`src/rtl/cos_pkg.sv`:
```
// Shared types and widths for the cos core sequencer.
package cos_pkg;

  localparam int X_W         = 16;
  localparam int Y_W         = 16;
  localparam int TERMS_W     = 8;
  localparam int TIMEOUT_DEF = 1023;

  typedef enum logic [1:0] {
    IDLE   = 2'd0,
    LAUNCH = 2'd1,
    WAIT   = 2'd2,
    HOLD   = 2'd3
  } state_e;

endpackage

```
`src/rtl/cos_sample_fifo.sv`:
```
// Sample buffer: register array with wrap-around pointers and an occupancy count.
// A push while full is dropped unless a pop happens in the same cycle.
module cos_sample_fifo #(
  parameter int DEPTH = 4,
  parameter int W     = 16
) (
  input  logic         clk,
  input  logic         rst,
  input  logic         push_i,
  input  logic         pop_i,
  input  logic [W-1:0] wdata_i,
  output logic [W-1:0] rdata_o,
  output logic         full_o,
  output logic         empty_o
);

  localparam int AW = $clog2(DEPTH);
  localparam int CW = AW + 1;

  logic [W-1:0]  mem_q [DEPTH];
  logic [AW-1:0] wr_ptr_q;
  logic [AW-1:0] rd_ptr_q;
  logic [CW-1:0] cnt_q;
  logic          do_push;
  logic          do_pop;

  assign full_o  = (cnt_q == CW'(DEPTH));
  assign empty_o = (cnt_q == '0);
  assign do_pop  = pop_i && !empty_o;
  assign do_push = push_i && (!full_o || do_pop);
  assign rdata_o = mem_q[rd_ptr_q];

  // DEPTH is a power of two, so pointer overflow is the modulo wrap.
  always_ff @(posedge clk or negedge rst) begin
    if (!rst) begin
      wr_ptr_q <= '0;
      rd_ptr_q <= '0;
      cnt_q    <= '0;
    end else begin
      if (do_push) wr_ptr_q <= wr_ptr_q + 1'b1;
      if (do_pop)  rd_ptr_q <= rd_ptr_q + 1'b1;
      if (do_push && !do_pop)      cnt_q <= cnt_q + 1'b1;
      else if (do_pop && !do_push) cnt_q <= cnt_q - 1'b1;
    end
  end

  always_ff @(posedge clk) begin
    if (do_push) mem_q[wr_ptr_q] <= wdata_i;
  end

endmodule

```
`src/rtl/cos_sequencer.sv`:
```
// Feeds buffered angle samples to the cos core one at a time and holds each result
// for the consumer. Optional watchdog on core_done: COS_SEQ_TIMEOUT_EN.
//   state  | meaning
//   IDLE   | waiting for a buffered sample
//   LAUNCH | core_start high, operands stable
//   WAIT   | waiting for core_done
//   HOLD   | out_valid high until out_ready
module cos_sequencer
  import cos_pkg::*;
#(
  parameter int FIFO_DEPTH = 4,
  parameter int TIMEOUT    = TIMEOUT_DEF
) (
  input  logic               clk,
  input  logic               rst,
  input  logic               in_valid,
  input  logic [X_W-1:0]     in_x,
  output logic               in_ready,
  input  logic [TERMS_W-1:0] cfg_terms,
  output logic               core_start,
  output logic [X_W-1:0]     core_x,
  output logic [TERMS_W-1:0] core_y,
  input  logic               core_done,
  input  logic [Y_W-1:0]     core_total,
  output logic               out_valid,
  output logic [Y_W-1:0]     out_data,
  input  logic               out_ready,
  output logic               err
);

  if (FIFO_DEPTH < 2 || FIFO_DEPTH > 16 || (FIFO_DEPTH & (FIFO_DEPTH - 1)) != 0 || TIMEOUT < 1)
  begin : g_param_check
    $error("cos_sequencer: FIFO_DEPTH must be a power of two in 2..16 and TIMEOUT >= 1");
  end

  state_e             state_q;
  logic               core_start_q;
  logic [X_W-1:0]     core_x_q;
  logic [TERMS_W-1:0] core_y_q;
  logic               out_valid_q;
  logic [Y_W-1:0]     out_data_q;

  logic               fifo_full;
  logic               fifo_empty;
  logic               fifo_pop;
  logic [X_W-1:0]     fifo_rdata;

  assign in_ready = !fifo_full;
  assign fifo_pop = (state_q == IDLE) && !fifo_empty;

  cos_sample_fifo #(
    .DEPTH (FIFO_DEPTH),
    .W     (X_W)
  ) u_fifo (
    .clk     (clk),
    .rst     (rst),
    .push_i  (in_valid && in_ready),
    .pop_i   (fifo_pop),
    .wdata_i (in_x),
    .rdata_o (fifo_rdata),
    .full_o  (fifo_full),
    .empty_o (fifo_empty)
  );

`ifdef COS_SEQ_TIMEOUT_EN
  localparam int WD_W = $clog2(TIMEOUT + 1);
  logic [WD_W-1:0] wd_q;
  logic            err_q;
  assign err = err_q;
`else
  assign err = 1'b0;
`endif

  always_ff @(posedge clk or negedge rst) begin
    if (!rst) begin
      state_q      <= IDLE;
      core_start_q <= 1'b0;
      core_x_q     <= '0;
      core_y_q     <= '0;
      out_valid_q  <= 1'b0;
      out_data_q   <= '0;
`ifdef COS_SEQ_TIMEOUT_EN
      wd_q         <= '0;
      err_q        <= 1'b0;
`endif
    end else begin
      core_start_q <= 1'b0;
      case (state_q)
        IDLE: begin
          if (!fifo_empty) begin
            core_x_q     <= fifo_rdata;
            core_y_q     <= cfg_terms;
            core_start_q <= 1'b1;
            state_q      <= LAUNCH;
          end
        end
        LAUNCH: begin
          state_q <= WAIT;
`ifdef COS_SEQ_TIMEOUT_EN
          wd_q    <= WD_W'(TIMEOUT - 1);
`endif
        end
        WAIT: begin
          if (core_done) begin
            out_data_q  <= core_total;
            out_valid_q <= 1'b1;
            state_q     <= HOLD;
          end
`ifdef COS_SEQ_TIMEOUT_EN
          // Watchdog expiry drops the sample; the result slot stays empty.
          else if (wd_q == '0) begin
            err_q   <= 1'b1;
            state_q <= IDLE;
          end else begin
            wd_q <= wd_q - 1'b1;
          end
`endif
        end
        HOLD: begin
          if (out_ready) begin
            out_valid_q <= 1'b0;
            state_q     <= IDLE;
          end
        end
        default: state_q <= IDLE;
      endcase
    end
  end

  assign core_start = core_start_q;
  assign core_x     = core_x_q;
  assign core_y     = core_y_q;
  assign out_valid  = out_valid_q;
  assign out_data   = out_data_q;

endmodule
```
`config.mk`:
```
export PLATFORM = sky130hd
export DESIGN_NAME = cos_sequencer
export DESIGN_NICKNAME = d
export VERILOG_FILES = /design/src/rtl/cos_pkg.sv /design/src/rtl/cos_sample_fifo.sv /design/src/rtl/cos_sequencer.sv
export SDC_FILE = /design/constraint.sdc
export NUM_CORES = 1
export LEC_CHECK = 0
export BUFFER_PORTS_ARGS = -buffer_cell sky130_fd_sc_hd__buf_2
export CORE_MARGIN = 2
export CORE_UTILIZATION = 54
export DETAILED_ROUTE_END_ITERATION = 8
export PLACE_DENSITY = 0.78
export SLEW_MARGIN = 25
export SYNTH_ARGS = -nofsm -noshare
export SYNTH_HDL_FRONTEND = slang
export SYNTH_SLANG_ARGS = --single-unit
export TNS_END_PERCENT = 10
```
`constraint.sdc`:
```
create_clock -name clk -period 3 [get_ports clk]
set_input_delay 0.75 -clock clk [delete_from_list [all_inputs] [get_ports clk]]
set_output_delay 0.75 -clock clk [all_outputs]
set_load 0.05 [all_outputs]
```
-- Yosys cells after proc, flatten, opt, wreduce, memory -nomap -nowiden
Memories as Yosys holds them, arrays and structs flattened. A register that Yosys moved wholly into a read port is not among the register bits.
Index checks and enable logic that the tools add are counted.
- add/subtract/negate cells: 4
- equality and inequality tests: 7
- mux-type cells: 13
- bitwise operators: 1
- reduce and logical (&&, ||, !) cells: 20
- operator list (cell ; number):
    $pmux W2 S4 ; 1
    $logic_and A1 B1 Y1 ; 6
    $mux W1 ; 6
    $mux W2 ; 3
    $mux W3 ; 2
    $ne A2 B2 Y1 const B ; 3
    $reduce_and A3 Y1 ; 2
    $logic_not A1 Y1 ; 5
    $add A2 B1 Y2 const B ; 2
    $eq A2 B2 Y1 const B ; 2
    $reduce_and A2 Y1 ; 2
    $reduce_bool A2 Y1 ; 2
    $add A3 B1 Y3 const B ; 1
    $eq A3 B3 Y1 const B ; 1
    $logic_not A3 Y1 ; 1
    $sub A3 B1 Y3 const B ; 1
    $eq A2 B1 Y1 const B ; 1
    $logic_not A2 Y1 ; 1
    $pmux W1 S2 ; 1
    $logic_or A1 B1 Y1 ; 1
    $not A1 Y1 ; 1
- flip-flop bits (word level): 35
- RAM bits: 64
- output and inout bits: 44
- memories: 1
- memory list (memory ; depth ; width ; read ports ; clocked after memory_dff ; wr ports ; RTL line ; RTL):
    u_fifo.mem_q ; 4 ; 16 ; 1 ; 1 ; 1 ; cos_sample_fifo.sv:20 ; logic [W-1:0] mem_q [DEPTH];

-- Logic depth before layout (Yosys ltp)
Gate-level depths: netlist of the first run.
- depth after elaboration: 10
- depth in mapped cells: 10
- mapped depth without buffers: 9

-- Cells and area by module
From an unflattened synthesis of the first run, not the netlist that was laid out.
- cells, all modules: 227
- area, all modules: 4652.0 um^2
- modules (own cells, without submodules) (module ; times used ; cells each ; area each (um^2) ; seq. area each (um^2)):
    cos_sample_fifo ; 1 ; 119 ; 2778.9 ; 2097.0
    cos_sequencer ; 1 ; 108 ; 1873.0 ; 1101.1

-- Worst setup path after synthesis of the first run
OpenSTA, ideal clock, no wires.
- path kind: reg-to-reg
- start point: register u_fifo.cnt_q[0]
- end point: register u_fifo.cnt_q[2]
- arrival time: 2099 ps
- data required time: 2921 ps
- slack: 822 ps
- cell stages (with the launch flop): 9
- buffers on the path: 1
- period minus slack after synthesis: 2178 ps
- cell sequence: dfrtp_1 -> o31ai_4 -> buf_6 -> ha_1 -> inv_1 -> fa_1 -> xor2_1 -> nor2_1 -> xor2_1
- longest elaborated chain between the ends: 9
- elaborated cells between the ends (all ways): 18
- RTL lines (item ; RTL line ; RTL):
    from (decl) ; cos_sample_fifo.sv:23 ; logic [CW-1:0] cnt_q;
    from (signal assigned) ; cos_sample_fifo.sv:42 ; if (do_push && !do_pop) cnt_q <= cnt_q + 1'b1;
    from (signal assigned) ; cos_sample_fifo.sv:43 ; else if (do_pop && !do_push) cnt_q <= cnt_q - 1'b1;
    $logic_not A3 Y1 ; cos_sample_fifo.sv:28 ; assign empty_o = (cnt_q == '0);
    $logic_not A1 Y1 ; cos_sample_fifo.sv:29, cos_sequencer.sv:49 ;
    $logic_and A1 B1 Y1 ; cos_sequencer.sv:49 ; assign fifo_pop = (state_q == IDLE) && !fifo_empty;
    $logic_and A1 B1 Y1 ; cos_sample_fifo.sv:29 ; assign do_pop = pop_i && !empty_o;
    $logic_or A1 B1 Y1 ; cos_sample_fifo.sv:30 ; assign do_push = push_i && (!full_o || do_pop);
    $logic_and A1 B1 Y1 ; cos_sample_fifo.sv:30 ;
    $logic_not A1 Y1 ; cos_sample_fifo.sv:43 ;
    $logic_and A1 B1 Y1 ; cos_sample_fifo.sv:43 ;
    $reduce_bool A2 Y1 (no line) ; -- ;
Parallel ways exist; a longest one is shown, timed or not. The select of a mux whose other input is x is not followed.
A chain may end at the register's enable or synchronous reset.

-- Worst setup path after layout of the first run
- start point: register u_fifo.cnt_q[0]
- end point: output port in_ready
- longest elaborated chain between the ends: 2
- RTL lines (item ; RTL line ; RTL):
    $eq A3 B3 Y1 ; cos_sample_fifo.sv:27 ; assign full_o = (cnt_q == CW'(DEPTH));
    $logic_not A1 Y1 ; cos_sequencer.sv:48 ; assign in_ready = !fifo_full;
    to (decl) ; cos_sequencer.sv:18 ; output logic in_ready,
Every way passes these cells.

==> flow_summary.ini, run 1 <==
[run_status]
status = finished, final reports clean

[die]
row_count = 33
start_util = 0.553
die_w_microns = 95.2
dieHeight_microns = 95.2
io_pins = 89
die-area_sq_mm = 0.00907
core_sq_mm = 0.00813

[place]
port_buffers = 87
place_area_sq_mm = 0.00501
routabilityCongestion = 0.765
dpl.hpwl_mm = 5.49

[worst_setup_path]
start_kind = register
worst_r2r_path_depth = 8
required_ns = 2.25
end_kind = output port
crit_type = reg2out
critical_path_arrival_ns = 1.49
cp_max_fo = 5

[cts]
clock_path_buffers = 2
h-tree-depth = 4
insertion_delay_ns = 0.50
postCtsSetupRepairBufs = 0
clkTransAtPathRegs_ns = 0.05
root_buffer = clkbuf_8
numClockSinks = 115
cts_buffers = 17
cts_resized = 0
ctsHoldBuffers = 0
cts_tree = yes

[detailed_routing]
ant_nets = 0
drt_first_pass_iters = 4
drt_iter0_drc = 92
drt_wl_total_mm = 8.67
wire_per_inst_microns = 17.4
vias = 2613
viasPerCell = 5.26
route.detailed.drc = 0

[finish]
register_area_sq_mm = 0.00320
multi_input_area_sq_mm = 0.00116
area_growth_pct = 25.2
fin_area_sq_mm = 0.00563
antennaDiodeCount = 0
drive_above_1_share = 0.406
fillers = 556
nNetsFinal = 434

[sta]
drv_slew = 0
rsz0062_at_grt = false
maxSlewHeadroom = 0.443
worstMarginPinSlew_ns = 0.835
finalClockSkew_ns = 0.00766
period_share = 0.746
setup_viol = 0
fin_crit_ns = 2.24
hold_ws_ns = 0.261
hold_violations = 0
fmax_mhz = 447
setup_tns_ns = 0

[synthesis]
async_flop_share = 0.443
avgSynthCellArea_sq_um = 16.2
synth-edff-count = 64
yosys-top-cells-area = edfxtp_1 (43%), dfrtp_1 (28%), mux4_2 (8.0%)
ys_top_cells_by_count = nand2_1 (76), edfxtp_1 (64), dfrtp_1 (51)
synth.net_count = 332
ys_ff_latch = 115
yosysMostFrequentCell = nand2_1
synth_top_cell_by_area = edfxtp_1
ys.flop_type = edfxtp_1
synth_cells = 277
synth_cell_types = 26
synth_top_area_share = 0.428
ys.warnings.count = 0
syn_area_sq_mm = 0.00449
synth-seq-area-share = 0.712

[global_routing]
grt_overflow = 0
grt_pass1_vias = 2734
grt_max_degree = 27
grt.total_usage = 0.213
antenna_found_initial = 0
grt_pass1_wl_mm = 13.7

[pwr]
power_density_mw_per_mm2 = 1290
vdd_drop_max_mv = 0.565
p_leak_nw = 2.47

[flow_run]
cap_viol_max_count = 0

[worst_hold_path]
hold_class = in2async
==> final timing paths <==
path | slack (ns) | start | end
setup reg to reg | 0.77 | u_fifo.cnt_q[0]$_DFFE_PN0P_ | u_fifo.cnt_q[2]$_DFFE_PN0P_
setup / recovery | 0.76 | u_fifo.cnt_q[0]$_DFFE_PN0P_ | in_ready
hold reg to reg | 0.47 | core_x[6]$_DFFE_PN0P_ | core_x[6]$_DFFE_PN0P_
min in group clk | 0.45 | cfg_terms[4] | core_y[4]$_DFFE_PN0P_
max in group asynchronous | 1.96 | rst | core_x[13]$_DFFE_PN0P_
hold / removal | 0.26 | rst | out_data[3]$_DFFE_PN0P_
==> power by group <==
part / total [mW] / internal, mW / switching, mW / leakage [nW]
combinational: 2.76 / 0.869 / 1.89 / 0.965
clock: 2.00 / 1.34 / 0.661 / 0.300
sequential: 2.52 / 2.22 / 0.298 / 1.20
total: 7.28 / 4.43 / 2.85 / 2.47
==> flip-flops by register name (all words and copies together), names as in the netlist <==
| signal | count |
|---|---|
| u_fifo.wr_ptr_q | 2 |
| u_fifo.cnt_q | 3 |
| core_start | 1 |
| out_valid | 1 |
| u_fifo.rd_ptr_q | 2 |
| u_fifo.mem_q | 64 |
| core_y | 8 |
| core_x | 16 |
| state_q | 2 |
| out_data | 16 |
==> metal layers <==
| layer | wire (microns) | part of all wire | global-route usage |
|---|---|---|---|
| met1 | 3690 | 0.43 | 0.260 |
| met2 | 4290 | 0.49 | 0.357 |
| met4 | 160 | 0.018 | 0.0990 |
| met3 | 530 | 0.061 | 0.0545 |
| met5 | 0 | 0 | 0 |
==> layout make-up <==
type / count / share of cell area
multi-input combinational: 143 / 0.207
sequential: 115 / 0.569
timing repair buffer: 94 / 0.0867
clock buffer: 27 / 0.0988
inverter: 8 / 0.00578
tap: 105 / 0.0234
clock inverter: 5 / 0.0102
==> layout by cell type, fill, tap and decap left out, types with 2 or more instances in the layout <==
| cell | instances |
|---|---|
| and2_1 | 4 |
| edfxtp_1 | 64 |
| nor2_1 | 3 |
| xnor2_1 | 4 |
| buf_2 | 87 |
| inv_1 | 7 |
| clkbuf_8 | 5 |
| mux2_2 | 17 |
| buf_4 | 7 |
| inv_4 | 2 |
| clkbuf_1 | 3 |
| mux4_2 | 16 |
| dfrtp_1 | 51 |
| nand2_1 | 76 |
| xor2_1 | 2 |
| mux2_1 | 2 |
| clkbuf_16 | 19 |
| ha_1 | 9 |
==> kinds of logic (layout without fill, tap and decap cells) <==
logic type               count (synthesis)  in the layout  share of synthesized area
multiplexers                            36             36                      0.130
buffers and inverters                   19            134                     0.0298
XOR/XNOR                                 6              6                     0.0117
adder cells (fa/ha/maj)                 10             10                     0.0295
other                                    1              1                   0.000834
AO/OA/AOI/OAI                            5              5                     0.0125
AND/OR/NAND/NOR                         85             85                     0.0741
flip-flops                             115            115                      0.712
==> through the flow <==
stage,total power [mW],cells,setup slack (ns),utilization
after floorplan,4.70,277,0.822,-
after global placement,5.22,465,0.722,0.616
after detailed placement,5.31,465,0.638,0.616
after CTS,7.36,497,0.738,0.692
after global routing,7.69,497,0.594,0.692
final,7.28,497,0.763,0.692
==> critical path: stages (launching register included) <==
cell and delay [ns]:
dfrtp_1 0.47, nor2_1 0.21, nand2_1 0.08, buf_2 0.22
Note: power is estimated with default switching activity, not from simulation.
==> inputs of run 2 (changes only) <==
==> constraint.sdc (replaced) <==
create_clock -name clk -period 2.06 [get_ports clk]
set_input_delay 0.515 -clock clk [delete_from_list [all_inputs] [get_ports clk]]
set_output_delay 0.515 -clock clk [all_outputs]
set_load 0.05 [all_outputs]
==> run 2 against run 1 <==
  * First-iteration DRC count up 52%
  * Sequential power increased by 46%
  * Via count decreased by 0.42%
  * Critical path type unchanged
  * Highest routed layer unchanged
  * Clock skew decreased by 0.0022 ns
  * Power up 44%
  * Worst hold slack got worse by 0.063 ns
  * Die area unchanged
  * Global-route usage decreased by 0.57 points
  * Sequential share of layout area shrank 0.53 points
  * Utilization up 0.65 points
  * Setup slack got worse by 0.68 ns
==> flow_summary.ini, run 2 (synthesized netlist as in run 1, its figures left out) <==
[die]
start_util = 0.553
row_count = 33
io_pins = 89
die-area_sq_mm = 0.00907
dieHeight_microns = 95.2
core_sq_mm = 0.00813
die_w_microns = 95.2

[cts]
insertion_delay_ns = 0.51
postCtsSetupRepairBufs = 0
cts_tree = yes
numClockSinks = 115
h-tree-depth = 4
root_buffer = clkbuf_8
clkTransAtPathRegs_ns = 0.05
clock_path_buffers = 2
cts_buffers = 17

[detailed_routing]
viasPerCell = 5.19
wire_per_inst_microns = 17.1
route.detailed.drc = 0
drt_first_pass_iters = 4
wl_met2_mm = 4.22
drt-met1-wl_mm = 3.63
ant_nets = 0
drt_wl_total_mm = 8.55
vias = 2602
drt_iter0_drc = 140
wl_met3_microns = 575
highest_layer = met4

[sta]
drv_slew = 0
maxSlewHeadroom = 0.464
worstMarginPinSlew_ns = 0.805
period_share = 0.962
finalClockSkew_ns = 0.00546
layout_setup_ws_ns = 0.0793
setup_viol = 0
fin_crit_ns = 1.98
rsz0062_at_grt = false
fmax_mhz = 505
hold_violations = 0

[worst_setup_path]
required_ns = 1.54
cp_max_fo = 5
start_kind = register
cp_slowest_stage_delay_ns = 0.48
crit_type = reg2out
end_kind = output port
critical_path_buf_inv_count = 1
path_cells = nor2_2 -> nand2_1 -> buf_2
crit_cells = 3
crit_family = flip-flops
worst_r2r_path_depth = 7
critical_path_arrival_ns = 1.47
slowest_stage = dfrtp_1

[place]
port_buffers = 87
place_ws_ns = 0.191
routabilityCongestion = 0.713
place_area_sq_mm = 0.00511
dpl.hpwl_mm = 5.54

[global_routing]
grt_overflow = 0
antenna_found_initial = 0
grt.total_usage = 0.207
grt_max_degree = 27
grt_pass1_wl_mm = 13.4
grt_pass1_vias = 2684

[finish]
largest_reg_flops = 64
drive_above_1_share = 0.419
nNetsFinal = 438
fin_area_sq_mm = 0.00568
area_growth_pct = 26.3
multi_input_area_sq_mm = 0.00118
final_common_cell = buf_2
largest_register = u_fifo.mem_q
register_area_sq_mm = 0.00320
antennaDiodeCount = 0
final_cell_mix = buf_2 (87), nand2_1 (76), edfxtp_1 (64)
fillers = 560

[worst_hold_path]
hold_class = in2reg
min_path_cells = 3

[pwr]
p_leak_nw = 2.48
power_density_mw_per_mm2 = 1850
power_mw = 10.5
vdd_drop_max_mv = 1.03

[run_status]
status = finished, final reports clean

[flow_run]
cap_viol_max_count = 0
run 2: tightest hold or removal path: cells and delay by family:
family	cells	cell delay, ns
simple gates	2	0.08
buf+inv	1	0.07
run 2: worst paths after layout:
| kind | end | from | slack (ns) |
|---|---|---|---|
| max in group asynchronous | core_x[0]$_DFFE_PN0P_ | rst | 0.94 |
| setup reg to reg | u_fifo.cnt_q[2]$_DFFE_PN0P_ | u_fifo.cnt_q[0]$_DFFE_PN0P_ | 0.17 |
| hold reg to reg | core_x[6]$_DFFE_PN0P_ | core_x[6]$_DFFE_PN0P_ | 0.47 |
| min in group asynchronous | core_y[3]$_DFFE_PN0P_ | rst | 0.51 |
| setup / recovery | in_ready | u_fifo.cnt_q[0]$_DFFE_PN0P_ | 0.08 |
| hold / removal | core_y[5]$_DFFE_PN0P_ | cfg_terms[5] | 0.20 |
run 2: stage by stage:
step | util | setup TNS [ns] | hold WS, ns | std cells
after detailed placement | 0.629 | 0 | 0.457 | 468
after floorplan | - | -0.0775 | 0.219 | 277
after CTS | 0.698 | 0 | 0.177 | 501
final | 0.698 | 0 | 0.198 | 501
after global routing | 0.698 | 0 | 0.201 | 501
after global placement | 0.629 | 0 | 0.455 | 468
run 2: metal layers:
| metal | GRT usage | up-vias |
|---|---|---|
| li1 | - | 1194 |
| met2 | 0.342 | 107 |
| met5 | 0 | - |
| met1 | 0.257 | 1293 |
| met3 | 0.0506 | 8 |
| met4 | 0.104 | 0 |
run 2: final cells by class:
cell class,instances,share of cell area
Multi-Input combinational cell,143,0.208
Sequential cell,115,0.563
Clock buffer,23,0.0842
Tap cell,105,0.0231
Clock inverter,9,0.0132
Timing Repair Buffer,98,0.103
Inverter,8,0.00573
run 2: timing repair:
item / in CTS / in global routing
gates resized for setup: 0 / 1
hold buffers: 1 / 0
setup endpoints to repair: 0 / 1
hold endpoints to repair: 18 / 0
run 2: report_power, final:
group | leakage [nW] | internal [mW] | switching [mW]
Sequential | 1.20 | 3.24 | 0.449
Clock | 0.277 | 1.72 | 0.948
Combinational | 1.00 | 1.39 | 2.76
==> inputs of run 3 (changes only) <==
--- a/config.mk
+++ b/config.mk
@@ -5,11 +5,12 @@
 export SDC_FILE = /design/constraint.sdc
 export NUM_CORES = 1
 export LEC_CHECK = 0
+export ABC_AREA = 1
 export BUFFER_PORTS_ARGS = -buffer_cell sky130_fd_sc_hd__buf_2
 export CORE_MARGIN = 2
-export CORE_UTILIZATION = 54
+export CORE_UTILIZATION = 55
 export DETAILED_ROUTE_END_ITERATION = 8
-export PLACE_DENSITY = 0.78
+export PLACE_DENSITY = 0.79
 export SLEW_MARGIN = 25
 export SYNTH_ARGS = -nofsm -noshare
 export SYNTH_HDL_FRONTEND = slang
==> run 3 against run 2 <==
  * Critical path depth unchanged
  * Via count rose by 36%
  * Area after synthesis is 8.9% higher
  * Combinational power rose by 7.5%
  * Sequential power is 2% lower
  * Clock skew up 0.0066 ns
  * Setup slack improved by 0.068 ns
  * First-iteration DRC count up 48%
==> flow_summary.ini, run 3 <==
[die]
start_util = 0.564
dieHeight_microns = 98.3
die-area_sq_mm = 0.00967
io_pins = 89
row_count = 34
die_w_microns = 98.3
core_sq_mm = 0.00868

[synthesis]
synth_cell_types = 20
ys.flop_type = edfxtp_1
synth_top_family_by_area = simple AND/OR/NAND/NOR gates
avgSynthCellArea_sq_um = 9.75
synth-compound-area-share = 0.00205
synth_cells = 502
synth-edff-count = 64
syn_area_sq_mm = 0.00489
synth_top_area_share = 0.393
ys_top_cells_by_count = nand2_1 (221), inv_1 (81), edfxtp_1 (64)
synthMuxAreaShare = 0
synth-seq-area-share = 0.654
synthXorXnorAreaFrac = 0.00895
yosys-top-cells-area = edfxtp_1 (39%), dfrtp_1 (26%), nand2_1 (17%)
synth_top_cell_by_area = edfxtp_1
yosysMostFrequentCell = nand2_1
ys.warnings.count = 0
ys_ff_latch = 115
synthSimpleGateAreaFrac = 0.217
synth.net_count = 557
async_flop_share = 0.443
synthAdderAreaFrac = 0.0271

[finish]
multi_input_area_sq_mm = 0.00125
post-route-util = 0.693
nNetsFinal = 658
register_area_sq_mm = 0.00320
antennaDiodeCount = 0
drive_above_1_share = 0.222
fin_area_sq_mm = 0.00602
final_cell_mix = nand2_1 (221), buf_2 (87), inv_1 (81)
area_growth_pct = 22.9
final_common_cell = nand2_1
largest_register = u_fifo.mem_q
fillers = 628
largest_reg_flops = 64

[sta]
fmax_mhz = 523
rsz0062_at_grt = false
maxSlewHeadroom = 0.621
worstMarginPinSlew_ns = 0.568
finalClockSkew_ns = 0.0121
hold_ws_ns = 0.207
hold_violations = 0
period_share = 0.928
setup_viol = 0
drv_slew = 0
setup_tns_ns = 0
fin_crit_ns = 1.91

[detailed_routing]
route.detailed.drc = 0
ant_nets = 0
wire_per_inst_microns = 14.2
drt_wl_total_mm = 10.3
drt_first_pass_iters = 6
viasPerCell = 4.90
drt_iter0_drc = 207
vias = 3548

[place]
routabilityCongestion = 0.782
dpl.hpwl_mm = 6.24
port_buffers = 87
place_area_sq_mm = 0.00542

[worst_setup_path]
critical_path_arrival_ns = 1.40
end_kind = output port
cp_max_fo = 3
crit_type = reg2out
required_ns = 1.54
start_kind = register

[global_routing]
grt_pass1_vias = 3664
grt_pass1_wl_mm = 16.8
antenna_found_initial = 0
grt_overflow = 0
grt.total_usage = 0.226
grt_max_degree = 34

[cts]
root_buffer = clkbuf_8
postCtsSetupRepairBufs = 0
cts_resized = 0
clock_path_buffers = 2
numClockSinks = 115
cts_tree = yes
insertion_delay_ns = 0.51
h-tree-depth = 4
cts_buffers = 17
clkTransAtPathRegs_ns = 0.06

[pwr]
power_density_mw_per_mm2 = 1810
vdd_drop_max_mv = 0.752
p_leak_nw = 3.15

[run_status]
status = finished, final reports clean

[worst_hold_path]
hold_class = in2reg

[flow_run]
cap_viol_max_count = 0
[run 3: changes by cell type in the layout (fill, tap and decap cells not counted), moves of 3 or more]
cell      delta
nand2_1    +145
inv_1       +75
nand3_1     +36
mux2_2      -17
mux4_2      -16
buf_4        +7
buf_12       -5
and2_1       -4
clkinv_4     +3
inv_4        -3
nor2_1       +3
[run 3: worst max-delay path: stages (launching register included)]
cell and delay [ns]:
dfrtp_1 0.43, nor2_2 0.16, nand2_1 0.08, buf_2 0.21
[run 3: power by group]
| part | switching [mW] | leakage (nW) | internal, mW |
|---|---|---|---|
| clock | 1.01 | 0.282 | 1.84 |
| sequential | 0.375 | 1.21 | 3.22 |
| combinational | 3.32 | 1.66 | 1.14 |
[run 3: per-layer routing]
layer  share of wire  wire length (microns)  track usage
met2            0.56                   5780        0.404
met4           0.013                    131       0.0822
met3           0.045                    462       0.0744
met5               0                      0            0
met1            0.38                   3920        0.250
[run 3: metrics by stage]
stage,power [mW],instances,setup slack (ns)
2_1_floorplan,7.03,502,-0.150
3_3_place_gp,7.85,691,0.334
3_5_place_dp,8.01,691,0.222
4_1_cts,10.9,724,0.131
5_1_grt,11.5,724,0.0242
6_report,10.9,724,0.148
[run 3: path summary, 6_finish.rpt]
| path | depth (start not counted) | end | startpoint | slack [ns] |
|---|---|---|---|---|
| max | 3 | in_ready | u_fifo.cnt_q[0]$_DFFE_PN0P_ | 0.15 |
| min | 3 | out_data[15]$_DFFE_PN0P_ | core_total[15] | 0.21 |
| max reg2reg | 10 | u_fifo.cnt_q[2]$_DFFE_PN0P_ | state_q[0]$_DFFE_PN0P_ | 0.21 |
| min reg2reg | 2 | core_x[12]$_DFFE_PN0P_ | core_x[12]$_DFFE_PN0P_ | 0.47 |
| max in group asynchronous | 3 | core_x[15]$_DFFE_PN0P_ | rst | 0.95 |
| min in group asynchronous | 2 | out_data[3]$_DFFE_PN0P_ | rst | 0.46 |
[run 3: cell families after synthesis]
kind of cell               Yosys count
buffers and inverters              102
and+or+nand+nor                    267
DFF                                115
other                                1
adders and majority gates           10
AOI/OAI and AO/OA                    2
xor gates and xnor gates             5
[run 3: layout make-up]
cell class,count,area share
Timing Repair Buffer,100,0.0890
Inverter,84,0.0524
Sequential cell,115,0.532
Multi-Input combinational cell,285,0.208
Clock inverter,13,0.0266
Tap cell,108,0.0225
Clock buffer,19,0.0701
[run 3: what timing repair did]
item	4_1_cts	5_1_grt
endpoints found under the hold margin	14	0
hold buffers	1	0
setup endpoints to repair	0	0
